--- config.mk ---
export PLATFORM = sky130hd
export DESIGN_NAME = vga_sync_gen
export DESIGN_NICKNAME = d
export VERILOG_FILES = /design/src/rtl/vga_pkg.sv /design/src/rtl/pixel_tick_gen.sv /design/src/rtl/vga_sync_gen.sv
export SDC_FILE = /design/constraint.sdc
export NUM_CORES = 1
export LEC_CHECK = 0
export ABC_AREA = 1
export CORE_ASPECT_RATIO = 1.4
export CORE_MARGIN = 4
export CORE_UTILIZATION = 61
export DETAILED_ROUTE_END_ITERATION = 6
export DONT_BUFFER_PORTS = 1
export HOLD_SLACK_MARGIN = 0.1
export PLACE_DENSITY = 0.74
export SYNTH_ARGS = -nofsm -noshare
export SYNTH_HDL_FRONTEND = slang
export SYNTH_SLANG_ARGS = --single-unit
--- constraint.sdc ---
create_clock -name clk -period 1.67 [get_ports clk]
set_input_delay 0.167 -clock clk [delete_from_list [all_inputs] [get_ports clk]]
set_output_delay 0.167 -clock clk [all_outputs]
set_load 0.05 [all_outputs]
--- src/rtl/vga_pkg.sv ---
// Shared 640x480@60 VGA timing constants and coordinate helpers for the sync
// generator and its downstream pixel_generation consumer.
package vga_pkg;

  localparam int unsigned COORD_W   = 10;
  localparam int unsigned CLK_DIV   = 4;

  localparam int unsigned H_DISPLAY = 640;
  localparam int unsigned H_FRONT   = 16;
  localparam int unsigned H_SYNC    = 96;
  localparam int unsigned H_BACK    = 48;
  localparam int unsigned H_TOTAL   = H_DISPLAY + H_FRONT + H_SYNC + H_BACK;
  localparam int unsigned H_SYNC_START = H_DISPLAY + H_FRONT;
  localparam int unsigned H_SYNC_END   = H_SYNC_START + H_SYNC;

  localparam int unsigned V_DISPLAY = 480;
  localparam int unsigned V_FRONT   = 10;
  localparam int unsigned V_SYNC    = 2;
  localparam int unsigned V_BACK    = 33;
  localparam int unsigned V_TOTAL   = V_DISPLAY + V_FRONT + V_SYNC + V_BACK;
  localparam int unsigned V_SYNC_START = V_DISPLAY + V_FRONT;
  localparam int unsigned V_SYNC_END   = V_SYNC_START + V_SYNC;

  localparam int unsigned X_MAX = H_DISPLAY - 1;
  localparam int unsigned Y_MAX = V_DISPLAY - 1;

  typedef logic [COORD_W-1:0] coord_t;

  // True when lo <= pos < hi.
  function automatic logic in_window(input coord_t pos, input int unsigned lo,
                                     input int unsigned hi);
    return (pos >= coord_t'(lo)) && (pos < coord_t'(hi));
  endfunction

endpackage

--- src/rtl/pixel_tick_gen.sv ---
// Clock divider: one-clk p_tick pulse every CLK_DIV system clocks.
module pixel_tick_gen #(
  parameter int unsigned CLK_DIV = vga_pkg::CLK_DIV
) (
  input  logic clk,
  input  logic reset,
  output logic p_tick
);

  localparam int unsigned DIV_W = (CLK_DIV > 1) ? $clog2(CLK_DIV) : 1;

  logic [DIV_W-1:0] div_cnt;

  always_ff @(posedge clk or posedge reset) begin
    if (reset)       div_cnt <= '0;
    else if (p_tick) div_cnt <= '0;
    else             div_cnt <= div_cnt + DIV_W'(1);
  end

  assign p_tick = (div_cnt == DIV_W'(CLK_DIV - 1));

endmodule

--- src/rtl/vga_sync_gen.sv ---
// VGA scan counters and sync generation; syncs are registered from the
// next-state counters so they move on the same edge as x/y.
module vga_sync_gen
  import vga_pkg::*;
#(
  parameter int unsigned H_DISPLAY = vga_pkg::H_DISPLAY,
  parameter int unsigned H_FRONT   = vga_pkg::H_FRONT,
  parameter int unsigned H_SYNC    = vga_pkg::H_SYNC,
  parameter int unsigned H_BACK    = vga_pkg::H_BACK,
  parameter int unsigned V_DISPLAY = vga_pkg::V_DISPLAY,
  parameter int unsigned V_FRONT   = vga_pkg::V_FRONT,
  parameter int unsigned V_SYNC    = vga_pkg::V_SYNC,
  parameter int unsigned V_BACK    = vga_pkg::V_BACK,
  parameter int unsigned CLK_DIV   = vga_pkg::CLK_DIV
) (
  input  logic               clk,
  input  logic               reset,
  output logic               p_tick,
  output logic [COORD_W-1:0] x,
  output logic [COORD_W-1:0] y,
  output logic               video_on,
  output logic               hsync,
  output logic               vsync,
  output logic               frame_tick
);

  localparam int unsigned HT      = H_DISPLAY + H_FRONT + H_SYNC + H_BACK;
  localparam int unsigned VT      = V_DISPLAY + V_FRONT + V_SYNC + V_BACK;
  localparam int unsigned HS_LO   = H_DISPLAY + H_FRONT;
  localparam int unsigned HS_HI   = HS_LO + H_SYNC;
  localparam int unsigned VS_LO   = V_DISPLAY + V_FRONT;
  localparam int unsigned VS_HI   = VS_LO + V_SYNC;

  coord_t h_cnt, v_cnt;
  coord_t h_next, v_next;
  logic   h_last, v_last;

  pixel_tick_gen #(.CLK_DIV(CLK_DIV)) u_tick (
    .clk    (clk),
    .reset  (reset),
    .p_tick (p_tick)
  );

  assign h_last = (h_cnt == COORD_W'(HT - 1));
  assign v_last = (v_cnt == COORD_W'(VT - 1));

  // Next scan position; both counters wrap together on the last pixel.
  always_comb begin
    h_next = h_cnt;
    v_next = v_cnt;
    if (p_tick) begin
      if (h_last) begin
        h_next = '0;
        v_next = v_last ? '0 : v_cnt + COORD_W'(1);
      end else begin
        h_next = h_cnt + COORD_W'(1);
      end
    end
  end

  always_ff @(posedge clk or posedge reset) begin
    if (reset) begin
      h_cnt <= '0;
      v_cnt <= '0;
      hsync <= 1'b1;
      vsync <= 1'b1;
    end else begin
      h_cnt <= h_next;
      v_cnt <= v_next;
      hsync <= ~in_window(h_next, HS_LO, HS_HI);
      vsync <= ~in_window(v_next, VS_LO, VS_HI);
    end
  end

  assign x          = h_cnt;
  assign y          = v_cnt;
  assign video_on   = (h_cnt < COORD_W'(H_DISPLAY)) && (v_cnt < COORD_W'(V_DISPLAY));
  assign frame_tick = p_tick && h_last && v_last;

endmodule
==> summary.txt <==
Clocking
  – Clock-pin slew on the worst setup and hold paths: 0.14 ns
  – CTS Sinks: 24
  – Cts bufs inserted: 3
  – Clock H-tree levels: 1
  – Bufs on Longest Clock Path: 2
  – Clk_lat worst skew: 0.34 ns
  – CTS tree: built
  – Root Buffer: clkbuf_4

Worst setup path
  – Slowest-stage cell, CP: dfrtp_1
  – Crit Path Category: register to output pin
  – Cell Chain, Critical Path: nor3_1, inv_1, nor2_2, nand2_2, clkinvlp_4, buf_12
  – Crit path DAT: 1.61 ns
  – Crit. End Element: output pin
  – R2r setup slk: -0.09 ns
  – Critical path startpoint category: register
  – Worst EP required: 1.50 ns
  – Worst-path fanout max: 2
  – CP max stage delay: 0.43 ns

Job
  – Max_cap viols: 0

Detailed routing
  – Drt drc: 0
  – Antenna Nets Post-Route: 0
  – WL/cell: 17.1 µm
  – DRT Wirelength: 4240 µm
  – Vias: approximately 1500
  – Drt pass-1 iters: 6
  – DRT iter0 DRCs: 98
  – Routed vias/inst: 5.85

Power and ir drop
  – Worst VDD drop: between 0.6 and 0.7 mV
  – Part of the power in registers: 63.2%
  – Clock Power Share: 35.2%
  – P_leak: 0.000994 µW
  – Combinational share of power: about 1.6%
  – Switching Share: between 20% and 30%
  – Pwr Density: 462 mW/mm²
  – Internal power: roughly 700 µW
  – Net switching power: 202 µW

Cells and area
  – Layout cells sized above 1: 44.2%
  – Final core occ: 91.5%
  – Fillers: 84
  – # diodes: 0
  – Area growth syn-to-layout: 44.6%
  – Fin nets: 233

Global route
  – Met1 usage: 26.1%
  – First-pass GRT wire length: around 5300 µm
  – Initial antenna violation count: 0
  – GRT overflow: 0
  – Vias in the first global route: 1266
  – Met2 Track Usage GR: 42.2%
  – Pin count of the biggest net entering global routing: 25
  – GR peak layer: met2
  – GRT Util Overall: 23.6%
  – Met3 global-route usage: 2.25%

Floorplan
  – Initial Util: 63.3%
  – Core Area: 0.00218 mm²
  – Die Span Y: 64.2 µm
  – Die ar.: 0.00309 mm²
  – I/O pin cnt: 27
  – Placement row count: 20
  – Die Width: 48.2 µm

Timing
  – Final worst setup slack: -0.109 ns
  – Tmin final: 1.78 ns
  – Period utilisation layout: 107%
  – Slew Viols, Final: 0
  – Worst slew pin tran: about 0.34 ns
  – Setup-failing EPs final: 5
  – Final hold vios: 0
  – Relative slew slack: just under 80%
  – Worst Skew: 0.0130 ns
  – RSZ-0062 raised after global routing: yes
  – Maximum clock rate: 562 MHz

Outcome
  – Failing checks: setup timing
  – Status: complete, but fails checks

Place
  – Number of port buffers: 0
  – Place WS: 0.00942 ns
  – Routability congestion estimate: 0.874
  – DP Wirelength: 2420 µm

Synthesis
  – Distinct cell type count of the synthesized netlist: 27
  – Sequential area share after synthesis: 43.8%
  – Mapped Area: 0.00138 mm²
  – Cells after Synth: 182
  – Synthesized Nets: 188
  – YS warnings: 0
  – Seq cells post-synth: 24
  – Mean Syn Cell Area: 7.57 µm²

Min path
  – Hold crit path type: input pin to async pin
==> timing repair <==
| action | 4_1_cts | 5_1_grt |
|---|---|---|
| setup endpoints to repair | 4 | 6 |
| gates cloned | 0 | 0 |
| hold buffers | 1 | 0 |
| hold endpoints to repair | 24 | 0 |
| pin swaps | 7 | 20 |
| setup buffers | 5 | 9 |
| resized for setup | 17 | 42 |
==> cell families after synthesis <==
kind of cell    share of synthesized area (%)
compound gates                           5.81
xor+xnor                                 1.27
fa+ha+maj                                3.63
buf+inv                                  11.4
flops                                    43.8
simple gates                             34.1
==> path summary, 6_finish.rpt <==
kind / endpoint / start / depth (start not counted)
hold / removal: y[1] / reset / 3
min in group clk: u_tick.div_cnt[0] / u_tick.div_cnt[0] / 1
hold reg to reg: u_tick.div_cnt[0] / u_tick.div_cnt[0] / 1
setup / recovery: frame_tick / y[7] / 6
max in group asynchronous: hsync / reset / 3
setup reg to reg: vsync / x[0] / 14
==> synthesized netlist by cell type, drive strengths merged <==
| library cell | n | area [µm²] |
|---|---|---|
| nand2 | 48 | 193 |
| o21bai | 1 | 7.51 |
| a21o | 1 | 8.76 |
| o21ai | 8 | 40.0 |
| a21oi | 3 | 15.0 |
| dfrtp | 22 | 551 |
| xor2 | 1 | 8.76 |
| nand3 | 21 | 110 |
| nand4 | 3 | 18.8 |
| xnor2 | 1 | 8.76 |
| a311oi | 1 | 8.76 |
| ha | 4 | 50.1 |
| and2 | 1 | 6.26 |
| inv | 36 | 135 |
| nor3b | 1 | 12.5 |
| nand3b | 1 | 7.51 |
| dfstp | 2 | 52.6 |
| nor3 | 4 | 20.0 |
| nor2 | 21 | 101 |
| buf | 2 | 22.5 |
==> cells in the final DEF (no fill, tap or decap), types with 2 or more instances in the layout <==
cell	synthesis	routed
buf_4	0	30
inv_1	34	25
dfstp_2	2	2
nor2_4	2	5
nand3_2	1	3
inv_6	0	2
a21oi_1	3	2
nand2_2	2	9
nand3_1	20	17
o21ai_1	1	3
buf_6	2	6
nor2_2	3	5
nand2_1	45	37
dfrtp_1	22	15
nor3_2	0	2
ha_4	0	3
dfrtp_2	0	7
nor3_1	4	2
clkbuf_4	0	3
buf_8	0	3
inv_2	2	7
nand2_4	1	2
o21ai_0	7	5
nand4_1	3	3
nor2_1	16	11
buf_12	0	2
==> layer usage <==
metal | vias up | part of all wire, %
li1 | 658 | -
met1 | 675 | 36
met3 | 27 | 7.1
met4 | 0 | 4.9
met5 | - | 0
met2 | 92 | 52
==> power groups by stage <==
| stage | sequential (µW) | clock [µW] | combinational, µW |
|---|---|---|---|
| floorplan | 592 | 0 | 8.60 |
| global placement | 592 | 0 | 13.1 |
| detailed placement | 592 | 0 | 13.9 |
| CTS | 581 | 321 | 15.7 |
| global route | 582 | 353 | 17.2 |
| finish | 581 | 324 | 14.6 |
==> registers in the layout, summed over array words and instances, names as in the netlist <==
| register | count |
|---|---|
| hsync | 1 |
| u_tick.div_cnt | 2 |
| vsync | 1 |
| x | 10 |
| y | 10 |
==> cell type report <==
class	count	area (µm²)	area share (%)
clock buffer	4	36.3	1.82
inverter	36	151	7.60
tap	22	27.5	1.38
multi-input combinational	120	777	39.0
sequential	24	612	30.7
timing repair buffer	42	388	19.5
==> through the flow <==
step                      instances  total power, µW  instance area [µm²]  setup TNS, ns  hold WS [ns]
final                           248              920                 1990         -0.429         0.287
after global routing            248              952                 1990          -1.10         0.306
after CTS                       239              918                 1800         -0.135         0.317
after detailed placement        229              606                 1670              0         0.124
after global placement          229              605                 1670              0         0.115
after floorplan                 182              601                 1430              0         0.180
==> worst max-delay path, delay by kind of cell (launching register included) <==
kind | cells | cell delay [ns]
buffers and inverters | 3 | 0.31
DFF | 1 | 0.43
and+or+nand+nor | 3 | 0.53
Note: power is estimated with default switching activity, not from simulation.
